File: src/rtl/ahb_reg_responder.sv
// AHB-Lite responder for the PMU register bank: single-word transfers decoded to register strobes.
// Optional AHB_RESP_RO_ERR_EN: writes to read-only indices return ERROR instead of being silently dropped.
module ahb_reg_responder #(
  parameter logic [31:0] HADDR     = 32'h80100000,
  parameter logic [31:0] HMASK     = 32'hfff,
  parameter int          REG_WIDTH = 32,
  parameter int          N_REGS    = 47,
  parameter int          N_WR_REGS = 47,
  localparam int         IDX_W     = $clog2(N_REGS)
) (
  input  logic                 clk_i,
  input  logic                 rstn_i,
  input  logic                 hsel_i,
  input  logic                 hreadyi_i,
  input  logic [31:0]          haddr_i,
  input  logic                 hwrite_i,
  input  logic [1:0]           htrans_i,
  input  logic [2:0]           hsize_i,
  input  logic [REG_WIDTH-1:0] hwdata_i,
  output logic                 hreadyo_o,
  output logic [1:0]           hresp_o,
  output logic [REG_WIDTH-1:0] hrdata_o,
  output logic                 reg_wr_o,
  output logic                 reg_rd_o,
  output logic [IDX_W-1:0]     reg_idx_o,
  output logic [REG_WIDTH-1:0] reg_wdata_o,
  input  logic [REG_WIDTH-1:0] reg_rdata_i
);

  typedef enum logic [2:0] {IDLE, WR, RD_WAIT, RD_DATA, ERR1, ERR2} state_t;

  state_t state, state_n;
  logic [31:0] offset;
  logic [29:0] word;
  logic        ro, err, err_any, accept, wr_ok;
  logic        unused;

  // Base address is informative only; selection comes from hsel_i.
  assign unused = ^{HADDR, htrans_i[0]};

  assign offset = haddr_i & HMASK;
  assign word   = offset[31:2];
  assign ro     = word >= 30'(N_WR_REGS);
  assign err    = (word >= 30'(N_REGS)) || (offset[1:0] != 2'b00) || (hsize_i != 3'b010);
`ifdef AHB_RESP_RO_ERR_EN
  assign err_any = err || (hwrite_i && ro);
`else
  assign err_any = err;
`endif

  // Only completing states (hready high) may open a new address phase.
  assign hreadyo_o = !(state == RD_WAIT || state == ERR1);
  assign accept    = hreadyo_o && hsel_i && hreadyi_i && htrans_i[1];

  always_comb begin
    state_n = IDLE;
    case (state)
      RD_WAIT: state_n = RD_DATA;
      ERR1:    state_n = ERR2;
      default: begin
        if (accept) begin
          if (err_any)       state_n = ERR1;
          else if (hwrite_i) state_n = WR;
          else               state_n = RD_WAIT;
        end
      end
    endcase
  end

  always_ff @(posedge clk_i or negedge rstn_i) begin
    if (!rstn_i) begin
      state     <= IDLE;
      reg_idx_o <= '0;
      wr_ok     <= 1'b0;
      hrdata_o  <= '0;
    end else begin
      state <= state_n;
      if (accept) begin
        reg_idx_o <= word[IDX_W-1:0];
        wr_ok     <= !ro;
      end
      if (state == RD_WAIT) hrdata_o <= reg_rdata_i;
    end
  end

  assign hresp_o     = (state == ERR1 || state == ERR2) ? 2'b01 : 2'b00;
  assign reg_wr_o    = (state == WR) && wr_ok;
  assign reg_rd_o    = (state == RD_WAIT);
  assign reg_wdata_o = hwdata_i;

endmodule

File: config.mk
export PLATFORM = sky130hd
export DESIGN_NAME = ahb_reg_responder
export DESIGN_NICKNAME = d
export VERILOG_FILES = /design/src/rtl/ahb_reg_responder.sv
export SDC_FILE = /design/constraint.sdc
export NUM_CORES = 1
export LEC_CHECK = 0
export ABC_CLOCK_PERIOD_IN_PS = 1500
export CELL_PAD_IN_SITES_DETAIL_PLACEMENT = 0
export CELL_PAD_IN_SITES_GLOBAL_PLACEMENT = 1
export CORE_MARGIN = 1.5
export CORE_UTILIZATION = 19
export CTS_BUF_LIST = sky130_fd_sc_hd__clkbuf_4 sky130_fd_sc_hd__clkbuf_8 sky130_fd_sc_hd__clkbuf_16
export DETAILED_ROUTE_END_ITERATION = 6
export PLACE_DENSITY = 0.74
export SLEW_MARGIN = 30
export SYNTH_ARGS = -nofsm -noshare
export SYNTH_HDL_FRONTEND = slang
export SYNTH_SLANG_ARGS = --single-unit
File: constraint.sdc
create_clock -name clk_i -period 1.5 [get_ports clk_i]
set_input_delay 0.3 -clock clk_i [delete_from_list [all_inputs] [get_ports clk_i]]
set_output_delay 0.3 -clock clk_i [all_outputs]
set_load 0.1 [all_outputs]
After elaboration in Yosys (flattened, before gate mapping)
Cells that the tools add are included.
Widths: inputs -> output; s select.
Word-level totals
  register bits after elaboration: 42
  latch bits: 0
  memory bits (writable): 0
  bits in read-only memories: 0
  bits of input ports: 106
  output and inout bits: 75
  word-level logic and storage cells: 26
  memories kept: 0
Operators by class
  add/subtract/negate cells: 0
  multiply operators: 0
  divide/modulo/power cells: 0
  $lt $le $gt $ge: 1
  equal/unequal tests: 5
  shifts and indexed selects: 0
  mux-type cells: 5
  bitwise gates (word level): 0
  reduce and logical (&&, ||, !) cells: 11
Operators by type and width (count)
  $ge 10x6->1 const B: 1
  $eq 3x3->1 const B: 2
  $mux 3: 2
  $pmux 3 s2: 1
  $logic_and 1x1->1: 4
  $logic_or 1x1->1: 4
  $eq 3x1->1 const B: 1
  $eq 3x2->1 const B: 1
  $ne 3x2->1 const B: 1
  $logic_not 1->1: 2
  $mux 2: 1
  $reduce_bool 2->1: 1
  $mux 1: 1

Depth between registers and ports, before layout
  depth after elaboration: 8
  gate-level depth with buffers: 4
  gate-level depth less buffers: 4

Worst setup path after synthesis
No wires, ideal clock.
  kind: flip-flop to output port
  from: register state[0]
  to: output reg_wr_o
  data arrival time: 2.561 ns
  data required time: 1.200 ns
  slack: -1.361 ns
  stages on the path, launching flop included: 3
  buffers on the path: 0
  cells stage by stage: dfrtp_1 -> nand2_1 -> nor3_1
Between the ends
  word-level cells in the longest chain between the ends: 2
RTL lines
  start: declaration: line 32  | state_t state, state_n;
  start signal: assignment: line 77  | state <= state_n;
  $eq 3x1->1: line 87  | assign reg_wr_o = (state == WR) && wr_ok;
  $logic_and 1x1->1: line 87
  end: declaration: line 23  | output logic reg_wr_o,
No other way between the ends.

Worst setup path after layout
  from: register state[1]
  to: output hreadyo_o
Between the ends
  word-level cells in the longest chain between the ends: 3
  elaborated cells between the ends (all ways): 4
  those cells by class: 2 x eq/ne; 2 x reduce/logical
RTL lines
  $eq 3x2->1 / $eq 3x3->1 (equally long branches): line 52  | assign hreadyo_o = !(state == RD_WAIT || state == ERR1);
  $logic_or 1x1->1 (*): line 52
  $logic_not 1->1 (*): line 52
  end: declaration: line 20  | output logic hreadyo_o,
Mark *: on every way between the ends. The rest lies on a longest branch, timed or not.

==> results.sh <==
export IMPL_final_antenna_net_count=0
export IMPL_stdcell_count=357
export IMPL_yosysTopAreaCell="dfrtp_1"
export IMPL_yosysWarnings=0
export IMPL_grt_pass1_wl_um=7840
export IMPL_yosys_register_bits=42
export IMPL_syn_avg_cell_area_sq_um=13.7
export IMPL_finClkSkew_ps=10.4
export IMPL_status="complete, but fails checks"
export IMPL_die_h_um=104
export IMPL_diodes=0
export IMPL_hold_path_class="input port to async pin"
export IMPL_cts_sinks=42
export IMPL_wl_met1_um=1930
export IMPL_finalCritPeriodShare=1.08
export IMPL_areaGrowthSynthToFinish_pct=88.5
export IMPL_drv_cap=0
export IMPL_path_class="flip-flop to primary output"
export IMPL_fmax_mhz=615
export IMPL_numCtsBuffers=5
export IMPL_cts_tree="yes"
export IMPL_vias_per_cell=3.75
export IMPL_min_period_ps=1630
export IMPL_cp_start_kind="flip-flop"
export IMPL_post_drt_wl_per_cell_um=13.1
export IMPL_grt_use_total=0.0908
export IMPL_placementRows=36
export IMPL_fin_nets=329
export IMPL_end_kind="primary output"
export IMPL_synth_common_cells="42 x dfrtp_1, 36 x mux2_2, 33 x buf_4, 4 x nand2_1, 3 x buf_6"
export IMPL_num_vias=1340
export IMPL_grt_pass1_vias=1553
export IMPL_synthArstFlopShare=1.00
export IMPL_p_per_area_nw_per_um2=1090
export IMPL_clockBufferDepth=2
export IMPL_core_area_sq_um=9770
export IMPL_drv_slew=0
export IMPL_dr_pass1_iters=2
export IMPL_io_pins=181
export IMPL_top_layer_used="met4"
export IMPL_hold_violations=0
export IMPL_n_fill_cell=932
export IMPL_finalWirelength_um=4690
export IMPL_syn_num_nets=246
export IMPL_critPathMaxFanout=4
export IMPL_met2RoutedLength_um=2270
export IMPL_die_w_um=104
export IMPL_drc=0
export IMPL_dieArea_sq_um=10700
export IMPL_overflow=0
export IMPL_synth_most_common_cell="dfrtp_1"
export IMPL_numPortBuffers=94
export IMPL_drive_gt1_frac=0.536
export IMPL_grt_max_degree=34
export IMPL_place_gp_congestion=0.656
export IMPL_netlist_area_leader_share=0.547
export IMPL_synth_flop_cell="dfrtp_1"
export IMPL_postLayoutCoreUtil=0.371
export IMPL_h_tree_depth=2
export IMPL_clk_latency_ps=290
export IMPL_drtIter0Drc=9
export IMPL_start_util=0.197
export IMPL_wl_met3_um=435
export IMPL_syn_area_sq_um=1920
export IMPL_grt_antenna_before_repair=0
export IMPL_irDropWorstVdd_mv=0.846
export IMPL_violations="setup timing"
export IMPL_clk_pin_slew_ps=90
export IMPL_postSynthCellCount=140
export IMPL_leakage_nw=1.58
export IMPL_setup_slack_ps=-126
export IMPL_synth_area_top_cells="dfrtp_1 55%, mux2_2 21%, buf_4 13%, buf_6 1.8%, mux2_1 1.2%"
export IMPL_synth_edf_count=0
export IMPL_rsz0062_at_grt="true"
export IMPL_ys_seq_area_frac=0.547
export IMPL_placedCellCount=337
export IMPL_post_dp_hpwl_um=3310
export IMPL_setup_violations=27
export IMPL_cts_root_buf="clkbuf_8"
export IMPL_yosysUniqueCellTypes=24
export IMPL_arrival_ps=1330
export IMPL_cp_required_ps=1200
==> report_power, final <==
group | leakage [nW] | internal (mW) | switching (mW) | total (mW)
combinational | 0.967 | 0.757 | 1.07 | 1.82
clock | 0.0472 | 0.371 | 0.398 | 0.769
sequential | 0.567 | 1.24 | 0.132 | 1.37
==> layout make-up <==
type                    instances  area, sq um  area share
well taps                     133          166      0.0459
clock buffers                   6         82.6      0.0228
repair buffers                112         1600       0.441
inverters                       2         15.0     0.00414
flip-flops and latches         42         1050       0.291
multi-input cells              60          696       0.192
clock inverters                 2         12.5     0.00345
==> critical path: stages, from the launching register on <==
cell,delay (ps)
dfrtp_2,460
xnor2_4,170
nor2_4,130
clkinvlp_4,110
buf_12,170
==> worst paths after layout <==
check	start	to	slack, ps	cells past startpoint
setup / recovery	state[1]	hreadyo_o	-130	4
max in group asynchronous	rstn_i	state[1]	590	3
min in group clk_i	haddr_i[8]	wr_ok	500	4
setup reg to reg	state[2]	hrdata_o[12]	-50	5
hold reg to reg	wr_ok	wr_ok	520	2
hold / removal	rstn_i	hrdata_o[11]	420	2
==> kinds of logic (layout without fill, tap and decap cells) <==
kind of cell,after synthesis,in the layout,synth area share
other cells,1,1,0.00195
compound gates,6,6,0.0267
flops,42,42,0.547
buf+inv,38,122,0.150
mux,38,38,0.223
simple gates,14,14,0.0475
xor+xnor,1,1,0.00456
==> registers in the layout, indices dropped and copies added (netlist names) <==
signal / cells
hrdata_o: 32
reg_idx_o: 6
state: 3
wr_ok: 1
==> layer usage <==
layer,vias to the layer above,global-route usage
met1,654,0.109
li1,606,-
met5,-,0
met4,0,0.0327
met2,68,0.147
met3,12,0.0359
==> cell usage in the layout (no fill, tap or decap), types with 2 or more instances in the layout <==
cell | netlist | routed
dfrtp_2 | 0 | 3
clkbuf_8 | 0 | 6
buf_6 | 3 | 2
buf_12 | 0 | 46
nor3_4 | 0 | 2
clkinvlp_4 | 0 | 3
buf_4 | 33 | 8
mux2_2 | 36 | 22
dfrtp_1 | 42 | 39
mux2_4 | 0 | 16
nand2_1 | 4 | 3
clkdlybuf4s50_1 | 0 | 50
==> through the flow <==
stage               power, mW  setup slack (ps)  hold slack (ps)  area, sq um  TNS, ps
floorplan                2.76             -99.0             4.41         1990     -416
CTS                      4.02              -145              425         3560    -1990
global placement         3.09              -274              198         3300    -1060
global route             4.15              -191              441         3630    -2360
finish                   3.97              -126              419         3630    -1160
detailed placement       3.11              -309              199         3300    -1290
==> timing repair <==
item                                   in CTS  in global routing
setup endpoints to repair                  20                 45
hold buffers                                1                  0
endpoints found under the hold margin       9                  0
gates resized for setup                    17                  6
gates cloned                                1                  1
pin swaps                                   3                  5
buffers inserted                            8                  2
Power figures use the tool's default switching activity.
